[src/rtl/multicycle_control.sv]
// rtl/multicycle_control.sv - multi-cycle fetch/decode/execute/memory/writeback sequencer
//
// Purpose: steps one instruction at a time through FETCH, DECODE, an execute
// or address state, an optional memory-wait state and writeback. Each
// memory wait is bounded by MEM_TIMEOUT cycles, after which the block parks
// in FAULT until reset.
//
// Ports:
//   clock, reset      rising-edge clock, asynchronous active-high reset
//   instruction       IR contents (class in [31:29], ALU op in [28:24], store bit [24])
//   mem_ready         single-cycle memory completion pulse
//   zero              ALU zero flag, used in BRANCH
//   pc_write, ir_write, i_or_d, mem_read_n, mem_write_n, alu_src, alu_op,
//   reg_write, mem_to_reg, branch
//                     datapath controls
//   illegal           one-cycle pulse on an unknown instruction class
//   fault             memory-timeout indicator (held while in FAULT)
//   state             current FSM state
//   retired           wrapping count of retired instructions

module multicycle_control #(
  parameter int MEM_TIMEOUT = 15,
  parameter int COUNT_W     = 16
) (
  input  logic               clock,
  input  logic               reset,
  input  logic [31:0]        instruction,
  input  logic               mem_ready,
  input  logic               zero,
  output logic               pc_write,
  output logic               ir_write,
  output logic               i_or_d,
  output logic               mem_read_n,
  output logic               mem_write_n,
  output logic               alu_src,
  output logic [4:0]         alu_op,
  output logic               reg_write,
  output logic               mem_to_reg,
  output logic               branch,
  output logic               illegal,
  output logic               fault,
  output logic [3:0]         state,
  output logic [COUNT_W-1:0] retired
);

  typedef enum logic [3:0] {
    S_FETCH     = 4'd0,
    S_DECODE    = 4'd1,
    S_EXEC_ALU  = 4'd2,
    S_WB_ALU    = 4'd3,
    S_MEM_ADDR  = 4'd4,
    S_MEM_LOAD  = 4'd5,
    S_WB_LOAD   = 4'd6,
    S_MEM_STORE = 4'd7,
    S_BRANCH    = 4'd8,
    S_FAULT     = 4'd15
  } state_t;

  localparam logic [8:0] TMO_LIMIT = 9'(MEM_TIMEOUT);
  localparam logic [COUNT_W-1:0] RET_ONE = {{(COUNT_W-1){1'b0}}, 1'b1};

  state_t             state_q, state_d;
  logic [7:0]         tmo_q, tmo_d;
  logic [COUNT_W-1:0] retired_q, retired_d;
  logic               wait_st;
  logic               timed_out;

  // Only the class, opcode and store-select fields steer the sequencer.
  logic unused_instr;
  assign unused_instr = ^instruction[23:0];

  always_ff @(posedge clock or posedge reset) begin
    if (reset) begin
      state_q   <= S_FETCH;
      tmo_q     <= '0;
      retired_q <= '0;
    end else begin
      state_q   <= state_d;
      tmo_q     <= tmo_d;
      retired_q <= retired_d;
    end
  end

  always_comb begin
    state_d     = state_q;
    tmo_d       = '0;
    retired_d   = retired_q;
    wait_st     = 1'b0;
    pc_write    = 1'b0;
    ir_write    = 1'b0;
    i_or_d      = 1'b0;
    mem_read_n  = 1'b1;
    mem_write_n = 1'b1;
    alu_src     = 1'b0;
    alu_op      = 5'b00000;
    reg_write   = 1'b0;
    mem_to_reg  = 1'b0;
    branch      = 1'b0;
    illegal     = 1'b0;
    fault       = 1'b0;
    // This cycle would be the MEM_TIMEOUT-th one without mem_ready.
    timed_out   = ({1'b0, tmo_q} + 9'd1) >= TMO_LIMIT;

    // While reset is held the state already reads FETCH, but the outputs
    // stay idle so no strobe fires before reset is released.
    if (!reset) begin
      case (state_q)
        S_FETCH: begin
          wait_st    = 1'b1;
          mem_read_n = 1'b0;
          if (mem_ready) begin
            ir_write = 1'b1;
            pc_write = 1'b1;
            state_d  = S_DECODE;
          end else if (timed_out) begin
            state_d = S_FAULT;
          end
        end
        S_DECODE: begin
          case (instruction[31:29])
            3'b100:  state_d = S_EXEC_ALU;
            3'b001:  state_d = S_MEM_ADDR;
            3'b010:  state_d = S_BRANCH;
            default: begin
              illegal = 1'b1;
              state_d = S_FETCH;
            end
          endcase
        end
        S_EXEC_ALU: begin
          alu_op  = instruction[28:24];
          state_d = S_WB_ALU;
        end
        S_WB_ALU: begin
          alu_op    = instruction[28:24];
          reg_write = 1'b1;
          retired_d = retired_q + RET_ONE;
          state_d   = S_FETCH;
        end
        S_MEM_ADDR: begin
          alu_src = 1'b1;
          state_d = instruction[24] ? S_MEM_STORE : S_MEM_LOAD;
        end
        S_MEM_LOAD: begin
          wait_st    = 1'b1;
          i_or_d     = 1'b1;
          alu_src    = 1'b1;
          mem_read_n = 1'b0;
          if (mem_ready) begin
            state_d = S_WB_LOAD;
          end else if (timed_out) begin
            state_d = S_FAULT;
          end
        end
        S_WB_LOAD: begin
          reg_write  = 1'b1;
          mem_to_reg = 1'b1;
          retired_d  = retired_q + RET_ONE;
          state_d    = S_FETCH;
        end
        S_MEM_STORE: begin
          wait_st     = 1'b1;
          i_or_d      = 1'b1;
          alu_src     = 1'b1;
          mem_write_n = 1'b0;
          if (mem_ready) begin
            retired_d = retired_q + RET_ONE;
            state_d   = S_FETCH;
          end else if (timed_out) begin
            state_d = S_FAULT;
          end
        end
        S_BRANCH: begin
          alu_op    = 5'b00001;
          branch    = zero;
          pc_write  = zero;
          retired_d = retired_q + RET_ONE;
          state_d   = S_FETCH;
        end
        S_FAULT: begin
          fault = 1'b1;
        end
        default: begin
          state_d = S_FETCH;
        end
      endcase

      // Count only while still waiting in the same state; any exit or
      // mem_ready leaves the counter cleared for the next wait.
      if (wait_st && !mem_ready && (state_d == state_q)) begin
        tmo_d = tmo_q + 8'd1;
      end
    end
  end

  assign state   = state_q;
  assign retired = retired_q;

endmodule

[config.mk]
export PLATFORM = sky130hd
export DESIGN_NAME = multicycle_control
export DESIGN_NICKNAME = d
export VERILOG_FILES = /design/src/rtl/multicycle_control.sv
export SDC_FILE = /design/constraint.sdc
export NUM_CORES = 1
export LEC_CHECK = 0
export ABC_AREA = 1
export ABC_CLOCK_PERIOD_IN_PS = 1800
export CAP_MARGIN = 10
export CORE_MARGIN = 4
export CORE_UTILIZATION = 44
export CTS_CLUSTER_SIZE = 12
export DETAILED_ROUTE_END_ITERATION = 16
export PLACE_DENSITY = 0.81
export SLEW_MARGIN = 20
export SYNTH_ARGS = -nofsm -noshare
export SYNTH_HDL_FRONTEND = slang
export SYNTH_SLANG_ARGS = --single-unit
export TNS_END_PERCENT = 50
[constraint.sdc]
create_clock -name clock -period 1.8 [get_ports clock]
set_input_delay 0.36 -clock clock [delete_from_list [all_inputs] [get_ports clock]]
set_output_delay 0.36 -clock clock [all_outputs]
set_load 0.005 [all_outputs]
==> flow_metrics.env <==
export IMPL_status="finished, violations left"
export IMPL_violations="setup timing"
export IMPL_numCtsBuffers=3
export IMPL_worstSetupPathDepth=9
export IMPL_final_common_cell="nand2_1"
export IMPL_synth_cell_types=33
export IMPL_crit_chain="nor2_1 > buf_4 > buf_6 > buf_6 > nand3_2 > nand2_1 > nand2_2 > inv_2 > clkbuf_2"
export IMPL_final_min_clock_period_ns=1.91
export IMPL_cts_buffer_depth=2
export IMPL_syn_to_final_growth_pct=61.7
export IMPL_finalNonFillerCells=406
export IMPL_r2r_slack_ns=-0.09
export IMPL_clock_sinks=28
export IMPL_p_int_uw=2250
export IMPL_cts_tree="yes"
export IMPL_start_util_pct=45.8
export IMPL_path_delay_family="buffers and inverters"
export IMPL_critical_path_required_ns=1.44
export IMPL_cpPeakStageDelay_ns=0.42
export IMPL_port_buffers=47
export IMPL_die_h_um=72.7
export IMPL_drc_errors=0
export IMPL_drt_vias_per_instance=5.14
export IMPL_htree_levels=1
export IMPL_antenna_cells=0
export IMPL_r2r_start="state[2]"
export IMPL_netlist_instances=256
export IMPL_reg2reg_depth=13
export IMPL_place_area_mm2=0.00259
export IMPL_wl_met2_um=3020
export IMPL_firstDrtPassIters=4
export IMPL_p_switching_uw=1510
export IMPL_overflow=0
export IMPL_avgSynthCellArea_um2=7.20
export IMPL_synth_top_cell_by_area="dfrtp_1"
export IMPL_synth_seq_cells=28
export IMPL_wl_um=5800
export IMPL_ys_top_cells_by_area="dfrtp_1 38%, nand2_1 13%, inv_1 7.5%"
export IMPL_peakVddDrop_mv=0.915
export IMPL_rows=23
export IMPL_cp_arrival_ns=1.55
export IMPL_slowest_stage="dfrtp_1"
export IMPL_min_path_type="in -> async"
export IMPL_dp_hpwl_um=3540
export IMPL_worstSetupEndpointType="output port"
export IMPL_final_setup_worst_slack_ns=-0.110
export IMPL_rsz0062_at_grt="true"
export IMPL_worstSetupPathType="reg -> out"
export IMPL_die_w_um=72.7
export IMPL_insertion_delay_ns=0.27
export IMPL_clockRootBuffer="clkbuf_8"
export IMPL_antenna_found_initial=0
export IMPL_wl_per_cell_um=14.3
export IMPL_setup_viol=18
export IMPL_p_seq_share_pct=26.8
export IMPL_skew_ns=0.00256
export IMPL_gp_congestion=0.954
export IMPL_min_period_over_period_pct=106
export IMPL_grt_start_max_net_pins=37
export IMPL_tns_ns=-0.802
export IMPL_grt_util_all_layers_pct=19.6
export IMPL_drv_slew=0
export IMPL_yosysSeqAreaShare_pct=38.0
export IMPL_num_vias=2087
export IMPL_startpoint_type="flip-flop"
export IMPL_p_clk_share_pct=13.0
export IMPL_final_cell_mix="53 x nand2_1, 38 x buf_4, 30 x inv_1"
export IMPL_dr_max_layer_used="met4"
export IMPL_hold_viol_final=0
export IMPL_core_area_mm2=0.00403
export IMPL_drive_above_1_share_pct=37.4
export IMPL_maxCapViolations=0
export IMPL_die_area_mm2=0.00529
export IMPL_antenna_left=0
export IMPL_route_met3_wl_um=400
export IMPL_final_nets=396
export IMPL_grt_pass1_vias=2023
export IMPL_crit_buf_inv=5
export IMPL_powerDensity_mw_per_mm2=1260
export IMPL_met1_length_um=2270
export IMPL_yosys_warnings=0
export IMPL_reg2reg_to="retired[9]"
export IMPL_combPwrFrac_pct=60.2
export IMPL_crit_fanout=3
export IMPL_design_area_mm2=0.00298
export IMPL_synth_area_mm2=0.00184
export IMPL_drtIter0Drc=137
export IMPL_clk_pin_slew_ns=0.09
export IMPL_fmax_ghz=0.523
export IMPL_post_synth_top_area_fraction_pct=38.0
export IMPL_cpMostUsedCell="buf_6"
export IMPL_grt_pass1_wl_um=8490
export IMPL_leakage_uw=0.00143
export IMPL_io_pins=72
export IMPL_p_sw_share_pct=40.1
export IMPL_dp_cells=383
## cell usage after synthesis
library cell  number
o211a_1            1
nand2_1           63
conb_1             1
nor3_1             6
o22ai_1            3
nand4_1            6
nor3b_1            2
xnor2_1            3
a31oi_1            1
nand3b_1           1
nor4b_1            1
dfrtp_1           28
clkbuf_1           1
nor2_4             2
nand3_4            1
inv_2              2
or2_2              2
ha_1               3
nor2_2             3
buf_2              1
nand4_2            1
nand2_2            3
nand3_1           19
buf_4              1
a21oi_1            2
xor2_1            10
nor4_1             4
nand3_2            2
o21bai_1           2
buf_6              1
inv_1             37
nor2_1            31
o21ai_0           12
## tightest hold or removal path, cell delays in order
cell and delay (ns):
dlymetal6s2s_1 0.14, inv_2 0.08, buf_4 0.15, buf_4 0.39
## power groups by stage
stage / Sequential (µW) / Combinational (µW) / Clock (µW)
after floorplan: 982 / 761 / 0
after global placement: 987 / 1610 / 0
after detailed placement: 984 / 1650 / 0
after CTS: 997 / 1780 / 502
after global routing: 1030 / 2440 / 526
final: 1010 / 2260 / 488
## registers in the layout, indices dropped and copies added (netlist names)
name     cells
state        4
retired     16
tmo_q        8
## cells by family (layout without fill, tap and decap cells)
kind of cell	Yosys count	count (layout)	synth area share (%)
other cells	1	4	0.203
xor+xnor	13	13	6.17
compound gates	21	21	6.51
fa+ha+maj	3	3	2.04
simple gates	147	148	37.7
flops	28	28	38.0
buf+inv	43	139	9.43
## layer usage
layer	vias up	global-route usage, %
li1	1014	-
met1	979	24.0
met2	79	35.3
met3	15	3.44
met4	0	5.53
met5	-	0
## metrics by stage
| step | power (µW) | utilization [%] | worst slack [ns] | hold slack, ns |
|---|---|---|---|---|
| floorplan | 1740 | - | 0.228 | 0.502 |
| global placement | 2600 | 64.4 | -0.351 | 0.519 |
| detailed placement | 2630 | 64.4 | -0.347 | 0.519 |
| CTS | 3280 | 67.9 | -0.248 | 0.536 |
| global route | 4000 | 74.0 | -0.184 | 0.451 |
| finish | 3760 | 74.0 | -0.110 | 0.426 |
## layout make-up
cell class              instances  area [µm²]
inverters                      39         146
clock inverters                 1        30.0
well taps                      50        62.6
clock buffers                   3        41.3
fillers                       319        1050
flip-flops and latches         28         707
multi-input cells             189        1190
repair buffers                 96         802
## worst max-delay path by stage
| stage | startpoint | endpoint |
|---|---|---|
| final | state[2] | reg_write |
| after floorplan | reset | mem_read_n |
| after detailed placement | reset | pc_write |
| after global placement | reset | pc_write |
| after global routing | state[2] | retired[9] |
| after CTS | state[0] | branch |
## timing repair
| action | 4_1_cts | 5_1_grt |
|---|---|---|
| setup endpoints to repair | 16 | 41 |
| gates resized for setup | 51 | 84 |
| buffers inserted | 7 | 11 |
| gates cloned | 0 | 2 |
| hold buffers | 0 | 0 |
| pin swaps | 8 | 21 |
No activity file was read; power rests on OpenSTA's default activity.
